===== config.mk =====
export PLATFORM = sky130hd
export DESIGN_NAME = ram_block_summer
export DESIGN_NICKNAME = d
export VERILOG_FILES = /design/src/rtl/ram_block_summer.sv
export SDC_FILE = /design/constraint.sdc
export NUM_CORES = 1
export LEC_CHECK = 0
export ABC_AREA = 1
export BUFFER_PORTS_ARGS = -buffer_cell sky130_fd_sc_hd__buf_2
export CORE_ASPECT_RATIO = 0.9
export CORE_MARGIN = 2
export CORE_UTILIZATION = 55
export DETAILED_ROUTE_END_ITERATION = 8
export PLACE_DENSITY = 0.88
export RECOVER_POWER = 100
export SLEW_MARGIN = 5
export SYNTH_ARGS = -nofsm -noshare
export SYNTH_HDL_FRONTEND = slang
export SYNTH_SLANG_ARGS = --single-unit

===== constraint.sdc =====
create_clock -name clk -period 3.5 [get_ports clk]
set_clock_uncertainty 0.1 [all_clocks]
set_input_delay 0.175 -clock clk [delete_from_list [all_inputs] [get_ports clk]]
set_output_delay 0.175 -clock clk [all_outputs]
set_load 0.1 [all_outputs]

===== src/rtl/ram_block_summer.sv =====
`timescale 1ns/1ps
`default_nettype none
// ============================================================================
//  Module   : ram_block_summer
//  Purpose  : Controller that owns a 128x8 single-port RAM for the duration of
//             one job. On a start request it reads a block of consecutive
//             bytes, accumulates their 16-bit sum, and writes the sum back as
//             two bytes (low byte at dst, high byte at dst+1). A one-cycle
//             done pulse marks completion, and the result stays on sum.
//  Revision : 1.0  initial release
// ----------------------------------------------------------------------------
//  Ports
//    clk       in   clock; every register updates on the rising edge
//    reset     in   synchronous active-high reset
//    start     in   request pulse; only accepted while idle
//    src_addr  in   first byte address of the block (captured on accept)
//    length    in   byte count 0..255 (captured on accept)
//    dst_addr  in   result address; high byte goes to dst_addr+1 (captured)
//    ram_q     in   RAM read data, combinational from ram_addr
//    ram_addr  out  RAM address
//    ram_data  out  RAM write data
//    ram_en    out  RAM write enable; the write lands on the next rising edge
//    busy      out  high whenever a job is in progress
//    done      out  one-cycle completion pulse
//    sum       out  result of the last completed job
// ============================================================================
module ram_block_summer #(
  parameter int ADDR_W = 7,
  parameter int DATA_W = 8,
  parameter int LEN_W  = 8,
  parameter int SUM_W  = 16
) (
  input  logic              clk,
  input  logic              reset,
  input  logic              start,
  input  logic [ADDR_W-1:0] src_addr,
  input  logic [LEN_W-1:0]  length,
  input  logic [ADDR_W-1:0] dst_addr,
  input  logic [DATA_W-1:0] ram_q,
  output logic [ADDR_W-1:0] ram_addr,
  output logic [DATA_W-1:0] ram_data,
  output logic              ram_en,
  output logic              busy,
  output logic              done,
  output logic [SUM_W-1:0]  sum
);

  // --------------------------------------------------------------------------
  // State encoding
  // --------------------------------------------------------------------------
  localparam logic [2:0] S_IDLE  = 3'd0;
  localparam logic [2:0] S_READ  = 3'd1;
  localparam logic [2:0] S_WR_LO = 3'd2;
  localparam logic [2:0] S_WR_HI = 3'd3;
  localparam logic [2:0] S_DONE  = 3'd4;

  // Zero-extension width for adding a RAM byte into the accumulator.
  localparam int PAD_W = SUM_W - DATA_W;

  // --------------------------------------------------------------------------
  // Registers
  // --------------------------------------------------------------------------
  logic [2:0]        state_q, state_d;
  logic [LEN_W-1:0]  idx_q,   idx_d;
  logic [SUM_W-1:0]  acc_q,   acc_d;
  logic [SUM_W-1:0]  sum_q,   sum_d;
  logic [ADDR_W-1:0] src_q,   src_d;
  logic [LEN_W-1:0]  len_q,   len_d;
  logic [ADDR_W-1:0] dst_q,   dst_d;

  // Helper combinational signals
  logic              job_active;
  logic              last_read;
  logic [ADDR_W-1:0] read_addr;
  logic [ADDR_W-1:0] dst_hi_addr;

  // A job is "active" from the first READ cycle up to and including DONE.
  // Reset in this window aborts the job but must not disturb the last result.
  assign job_active = (state_q == S_READ)  || (state_q == S_WR_LO) ||
                      (state_q == S_WR_HI) || (state_q == S_DONE);

  // The index only ever reaches len-1 inside READ, so this compare is safe
  // even though len-1 underflows for len==0 (READ is never entered then).
  assign last_read   = (idx_q == (len_q - LEN_W'(1)));

  // Address arithmetic wraps naturally at the ADDR_W boundary; the index is
  // truncated so blocks longer than the RAM re-read earlier bytes.
  assign read_addr   = src_q + ADDR_W'(idx_q);
  assign dst_hi_addr = dst_q + ADDR_W'(1);

  // --------------------------------------------------------------------------
  // Next-state and datapath
  // --------------------------------------------------------------------------
  always_comb begin
    state_d = state_q;
    idx_d   = idx_q;
    acc_d   = acc_q;
    src_d   = src_q;
    len_d   = len_q;
    dst_d   = dst_q;

    case (state_q)
      S_IDLE: begin
        if (start) begin
          src_d   = src_addr;
          len_d   = length;
          dst_d   = dst_addr;
          acc_d   = '0;
          idx_d   = '0;
          // An empty block skips straight to writing a zero result.
          state_d = (length != '0) ? S_READ : S_WR_LO;
        end
      end

      S_READ: begin
        acc_d = acc_q + {{PAD_W{1'b0}}, ram_q};
        idx_d = idx_q + LEN_W'(1);
        if (last_read) begin
          state_d = S_WR_LO;
        end
      end

      S_WR_LO: begin
        state_d = S_WR_HI;
      end

      S_WR_HI: begin
        state_d = S_DONE;
      end

      S_DONE: begin
        state_d = S_IDLE;
      end

      default: begin
        state_d = S_IDLE;
      end
    endcase
  end

  // Result register: loaded as DONE is entered so that it is already valid
  // in the cycle where done is high. Reset clears it only when no job is in
  // flight; an abort keeps the previous result visible.
  always_comb begin
    sum_d = sum_q;
    if (state_q == S_WR_HI) begin
      sum_d = acc_q;
    end
    if (reset) begin
      sum_d = job_active ? sum_q : '0;
    end
  end

  always_ff @(posedge clk) begin
    if (reset) begin
      state_q <= S_IDLE;
      idx_q   <= '0;
      acc_q   <= '0;
      src_q   <= '0;
      len_q   <= '0;
      dst_q   <= '0;
    end else begin
      state_q <= state_d;
      idx_q   <= idx_d;
      acc_q   <= acc_d;
      src_q   <= src_d;
      len_q   <= len_d;
      dst_q   <= dst_d;
    end
  end

  // Reset behaviour for sum is folded into sum_d above.
  always_ff @(posedge clk) begin
    sum_q <= sum_d;
  end

  // --------------------------------------------------------------------------
  // Moore output decode: RAM-side outputs depend only on registered state,
  // so there is no combinational path from ram_q to any output.
  // --------------------------------------------------------------------------
  always_comb begin
    ram_addr = '0;
    ram_data = '0;
    ram_en   = 1'b0;
    busy     = 1'b1;
    done     = 1'b0;

    case (state_q)
      S_IDLE: begin
        busy = 1'b0;
      end

      S_READ: begin
        ram_addr = read_addr;
      end

      S_WR_LO: begin
        ram_addr = dst_q;
        ram_data = acc_q[DATA_W-1:0];
        ram_en   = 1'b1;
      end

      S_WR_HI: begin
        ram_addr = dst_hi_addr;
        ram_data = acc_q[2*DATA_W-1:DATA_W];
        ram_en   = 1'b1;
      end

      S_DONE: begin
        done = 1'b1;
      end

      default: begin
        busy = 1'b0;
      end
    endcase
  end

  assign sum = sum_q;

endmodule
`default_nettype wire


==> results of run 1 <==
## cells in the final DEF (no fill, tap or decap), types with 2 or more instances in the layout
master / n
nand2_1: 112
nor2_1: 71
inv_1: 68
dfxtp_1: 49
nand3_1: 38
buf_2: 38
o21ai_0: 31
clkbuf_1: 27
a21oi_1: 19
o21ai_1: 17
ha_1: 17
edfxtp_1: 16
dlygate4sd3_1: 12
a21oi_2: 10
clkbuf_8: 9
inv_2: 8
o22ai_1: 8
nand4_1: 5
nor2_2: 4
a22oi_1: 4
clkbuf_2: 4
o21bai_1: 3
xnor2_1: 3
nor3_1: 3
buf_4: 3
o221ai_1: 2
or2_2: 2
xor2_1: 2
a22o_1: 2
a21boi_0: 2
a211oi_1: 2
a221oi_1: 2
fa_1: 2
clkinv_2: 2
## final cells by class
| cell class | count | share of cell area |
|---|---|---|
| tap | 90 | 0.0254 |
| clock inverter | 4 | 0.00988 |
| sequential | 65 | 0.330 |
| clock buffer | 12 | 0.0305 |
| inverter | 76 | 0.0644 |
| multi-input combinational | 371 | 0.440 |
| timing repair buffer | 81 | 0.100 |
## layer usage
layer | wire length, µm | part of all wire
met5 | 0 | 0
met4 | 151 | 0.015
met3 | 813 | 0.083
met2 | 4430 | 0.45
met1 | 4370 | 0.45
## critical path: cells and delay by family (launching register included)
kind | cells | cell delay (ns)
compound gates | 1 | 0.17
flops | 1 | 0.36
fa+ha+maj | 2 | 0.65
simple gates | 4 | 0.35
buf+inv | 1 | 0.88
## where the power goes
group          internal, mW  switching [mW]
Sequential            0.892          0.0791
Combinational         0.254           0.928
Clock                 0.325           0.283
## flip-flops by register name (all words and copies together), names as in the netlist
| name | cells |
|---|---|
| dst_q | 7 |
| sum | 16 |
| idx_q | 8 |
| state_q | 3 |
| acc_q | 16 |
| len_q | 8 |
| src_q | 7 |
## path summary, 6_finish.rpt
path | to | start | slack (ns)
min | dst_q[6]$_SDFFE_PP0P_ | dst_addr[6] | 0.03
max | ram_addr[4] | idx_q[0]$_SDFFE_PP0P_ | 0.46
max reg2reg | dst_q[0]$_SDFFE_PP0P_ | state_q[0]$_SDFFE_PP0P_ | 0.56
min reg2reg | dst_q[6]$_SDFFE_PP0P_ | dst_q[6]$_SDFFE_PP0P_ | 0.39
## cell families after synthesis
| group | after synthesis |
|---|---|
| DFF | 65 |
| AOI/OAI and AO/OA | 107 |
| buffers and inverters | 91 |
| adders and majority gates | 19 |
| and+or+nand+nor | 240 |
| xor gates and xnor gates | 5 |
## timing repair
action,in CTS,in global routing
setup endpoints to repair,0,0
hold endpoints to repair,12,0
hold buffers,12,0
==> metrics.yaml, run 1 <==
critical_path:
  critPathArrivalTime_ns: 2.76
  critPathKind: "reg2out"
  slowest_stage: "clkbuf_1"
  cp_data_required_time_ns: 3.22
  worst-path-max-fanout: 5
  end_kind: "primary output"
  start_kind: "register"
  crit_chain: "ha_1 > fa_1 > nand3_1 > nand3_1 > nand2_1 > nand2_1 > o221ai_1 > clkbuf_1"
  critPathMaxStageDelay_ns: 0.88
  reg2reg_depth: 6
yosys:
  ys_seq_elements: 65
  yosys.area_share.xor_xnor: 0.0115
  yosysUniqueCellTypes: 43
  avgSynthCellArea_um2: 7.23
  synth-simple-area-share: 0.270
  syn_nets: 579
  synthFlopType: "dfxtp_1"
  yosys_warnings: 0
  synth_area_um2: 3810
  synth-seq-area-share: 0.383
  syn_inst: 527
  synth_top_family_by_area: "simple AND/OR/NAND/NOR gates"
  synth_top_area_cell: "dfxtp_1"
  async_flop_share: 0
  synth.area.top_cells: "dfxtp_1 (26%), edfxtp_1 (13%), nand2_1 (11%), nor2_1 (6.8%), inv_1 (6.6%)"
  synth_top_area_share: 0.257
  synth.top_cells.by_count: "nand2_1 (111), nor2_1 (69), inv_1 (67)"
  synth_most_common_cell: "nand2_1"
  synth_compound_area_frac: 0.170
  muxShareOfSynthArea: 0
  synth-adder-area-share: 0.0663
  synth_edf_count: 16
floorplanning:
  pin_count: 67
  die_w_um: 91.7
  core.rowCount: 28
  die_h_um: 83.0
  start_util: 0.573
  core-area_um2: 6660
  dieArea_um2: 7610
grt:
  grt_overflow: 0
  grt_use_total: 0.262
  use_met2: 0.408
  grtUsageMet1: 0.360
  grt.busiest_layer: "met2"
  use_met3: 0.0544
  grt_max_degree: 40
  grt_pass1_vias: 3544
  grt_pass1_wl_um: 16300
  grt_antenna_before_repair: 0
finish:
  fin_cells: 699
  layout-drive-gt1-share: 0.138
  synthToLayoutAreaGrowth_pct: 16.3
  regArea_um2: 1460
  final.fill_count: 571
  n_antenna_cell: 0
  final_area_um2: 4430
  multi_input_area_um2: 1950
  final_util: 0.666
  fin_nets: 656
placement:
  portBuffers: 66
  dp_hpwl_um: 6920
  place.gp.congestion: 0.901
  dpl_cell_area_um2: 4190
  post-place-ws_ns: 1.11
  dp.cells: 671
sta:
  period_share: 0.867
  worst_slew_pin_slew_ns: 1.22
  slew_headroom: 0.180
  finalWorstSetupSlack_ns: 0.465
  timing.hold.ws_ns: 0.0305
  final.min_clock_period_ns: 3.04
  setup_viol: 0
  tns_ns: 0
  hold_viol_final: 0
  fmax_mhz: 329
  slew_viol_final: 0
  grt_setup_unrepaired: "false"
min_path:
  hp-class: "in2reg"
  hold-path-cell-count: 3
clock_tree:
  cts_tree: "done"
  ctsResizeCount: 0
  post_cts_buffers: 0
  clockBufferDepth: 2
  clk_latency_ns: 0.34
  cts.clk_slew.worst_paths_ns: 0.07
  cts_max_level: 3
  ctsRootBufferMaster: "clkbuf_8"
  cts_sinks: 65
  cts_buffers: 9
drt:
  antenna_left: 0
  drt-total-wl_um: 9770
  drt_iter0_markers: 267
  vias: 3841
  wl_per_cell_um: 14.0
  drt_pass1_iterations: 5
  drt-vias-per-instance: 5.49
  drc: 0
flow_run:
  maxCapViolCount: 0
pwr:
  ir_drop_mv: 0.360
  power_mw: 2.76
  pwr_density_cell_nw_per_um2: 623
  cellLeakagePower_nw: 1.97
status:
  status: "completed"
Note: power is estimated with default switching activity, not from simulation.
==> run 2: changes to the inputs <==
--- a/config.mk
+++ b/config.mk
@@ -11,8 +11,8 @@
 export CORE_MARGIN = 2
 export CORE_UTILIZATION = 55
 export DETAILED_ROUTE_END_ITERATION = 8
+export GPL_TIMING_DRIVEN = 0
 export PLACE_DENSITY = 0.88
-export RECOVER_POWER = 100
 export SLEW_MARGIN = 5
 export SYNTH_ARGS = -nofsm -noshare
 export SYNTH_HDL_FRONTEND = slang
==> run 2 against run 1 <==
Wire length rose by 2.7%. Sequential power is essentially flat. Sequential share of layout area is 1.0 points lower. Flip-flop and latch count unchanged. Design area increased by 3.1%. Utilization is 2.1 points higher. Worst hold slack lost 0.024 ns. Critical path depth up 2. Via count grew 0.55%. Clock power grew 4.4%. Global-route usage up 0.47 points. First-iteration DRC count increased by 20%. Largest cell class unchanged. Largest power group unchanged.
==> metrics.yaml, run 2 (synthesized netlist as in run 1, its figures left out) <==
drt:
  vias: 3862
  antenna_left: 0
  drt-total-wl_um: 10000
  drt_iter0_markers: 321
  drt-vias-per-instance: 5.44
  wl_per_cell_um: 14.1
  drt_pass1_iterations: 5
  drc: 0
critical_path:
  worst-path-max-fanout: 5
  crit_chain: "ha_1 > fa_1 > nand3_1 > nand3_1 > nand2_1 > nand2_1 > a21oi_1 > xor2_1 > o21bai_1 > buf_2"
  critPathMaxStageDelay_ns: 0.44
  critPathKind: "reg2out"
  end_kind: "primary output"
  cp_data_required_time_ns: 3.22
  crit_buf_inv: 1
  slowest_stage: "buf_2"
  crit_family: "adder cells"
  critPathArrivalTime_ns: 2.52
  start_kind: "register"
placement:
  portBuffers: 65
  place.gp.congestion: 0.965
  post-place-ws_ns: 1.09
  dp_hpwl_um: 7190
sta:
  tns_ns: 0
  slew_headroom: 0.454
  fmax_mhz: 357
  final.min_clock_period_ns: 2.80
  setup_viol: 0
  grt_setup_unrepaired: "false"
  period_share: 0.800
  worst_slew_pin_slew_ns: 0.818
  timing.hold.ws_ns: 0.00625
  hold_viol_final: 0
  finalWorstSetupSlack_ns: 0.701
  slew_viol_final: 0
clock_tree:
  cts.clk_slew.worst_paths_ns: 0.08
  cts_sinks: 65
  clk_latency_ns: 0.34
  clockBufferDepth: 2
  post_cts_buffers: 0
  cts_max_level: 3
  cts_buffers: 9
  cts_tree: "done"
  ctsRootBufferMaster: "clkbuf_8"
floorplanning:
  die_w_um: 91.7
  core-area_um2: 6660
  start_util: 0.573
  core.rowCount: 28
  pin_count: 67
  dieArea_um2: 7610
  die_h_um: 83.0
grt:
  grt_overflow: 0
  grt_pass1_wl_um: 16400
  grt_use_total: 0.267
  grt_max_degree: 17
  grt_antenna_before_repair: 0
  grt_pass1_vias: 3620
finish:
  final_cell_mix: "nand2_1 (111), buf_2 (70), nor2_1 (68), inv_1 (67), dfxtp_1 (49)"
  multi_input_area_um2: 1980
  n_antenna_cell: 0
  final_common_cell: "nand2_1"
  final.fill_count: 539
  regArea_um2: 1460
  layout-drive-gt1-share: 0.202
  synthToLayoutAreaGrowth_pct: 19.9
  fin_nets: 667
status:
  status: "completed"
pwr:
  seqPwrFrac: 0.339
  p_int_mw: 1.52
  ir_drop_mv: 0.527
  power.switching_mw: 1.33
  power_frac_comb: 0.438
  p_sw_frac: 0.466
  pwr_density_cell_nw_per_um2: 625
  clockPowerShare: 0.223
  cellLeakagePower_nw: 2.11
min_path:
  hp-class: "in2reg"
flow_run:
  maxCapViolCount: 0
-- run 2: power groups by stage --
stage / logic (mW) / registers (mW) / clock network [mW]
floorplan: 0.748 / 1.22 / 0
global placement: 1.19 / 0.979 / 0
detailed placement: 1.22 / 0.982 / 0
CTS: 1.24 / 0.966 / 0.641
global route: 1.35 / 0.982 / 0.666
finish: 1.25 / 0.968 / 0.636
-- run 2: worst paths after layout --
| check | startpoint | end | slack [ns] | cells after the start |
|---|---|---|---|---|
| worst min-delay path | dst_addr[2] | dst_q[2]$_SDFFE_PP0P_ | 0.006 | 3 |
| worst max register to register | state_q[1]$_SDFFE_PP0P_ | sum[13]$_SDFFCE_PP0P_ | 1.39 | 5 |
| worst max-delay path | idx_q[0]$_SDFFE_PP0P_ | ram_addr[6] | 0.70 | 10 |
| worst min register to register | dst_q[6]$_SDFFE_PP0P_ | dst_q[6]$_SDFFE_PP0P_ | 0.40 | 2 |
-- run 2: worst register-to-register path: cells and delay by family (launching register included) --
family | cells | cell delay, ns
AO/OA/AOI/OAI | 1 | 0.37
buffers and inverters | 1 | 0.22
flip-flops | 1 | 0.41
AND/OR/NAND/NOR | 3 | 0.64
-- run 2: what timing repair did --
| action | 4_1_cts | 5_1_grt |
|---|---|---|
| hold endpoints to repair | 12 | 0 |
| resized for setup | 0 | 0 |
| hold buffers | 12 | 0 |
-- run 2: final cells by class --
cell class                      instances  area share
Clock buffer                            9      0.0271
Sequential cell                        65       0.320
Buffer                                 15      0.0203
Tap cell                               90      0.0246
Inverter                               76      0.0624
Clock inverter                          7      0.0153
Timing Repair Buffer                   77      0.0975
Multi-Input combinational cell        371       0.433
-- run 2: metal layers --
metal  up-vias  wire, µm  share of wire  track usage
met3        26       712          0.071       0.0472
li1       1911         -              -            -
met1      1764      4520           0.45        0.357
met2       161      4590           0.46        0.441
met4         0       222          0.022       0.0841
met5         -         0              0            0
-- run 2: metrics by stage --
step	total power [mW]	util	cell area (µm²)	instances
floorplan	1.97	-	3810	527
detailed placement	2.20	0.639	4260	682
global placement	2.17	0.639	4250	682
finish	2.85	0.686	4570	710
global route	3.00	0.686	4570	710
CTS	2.85	0.686	4570	710
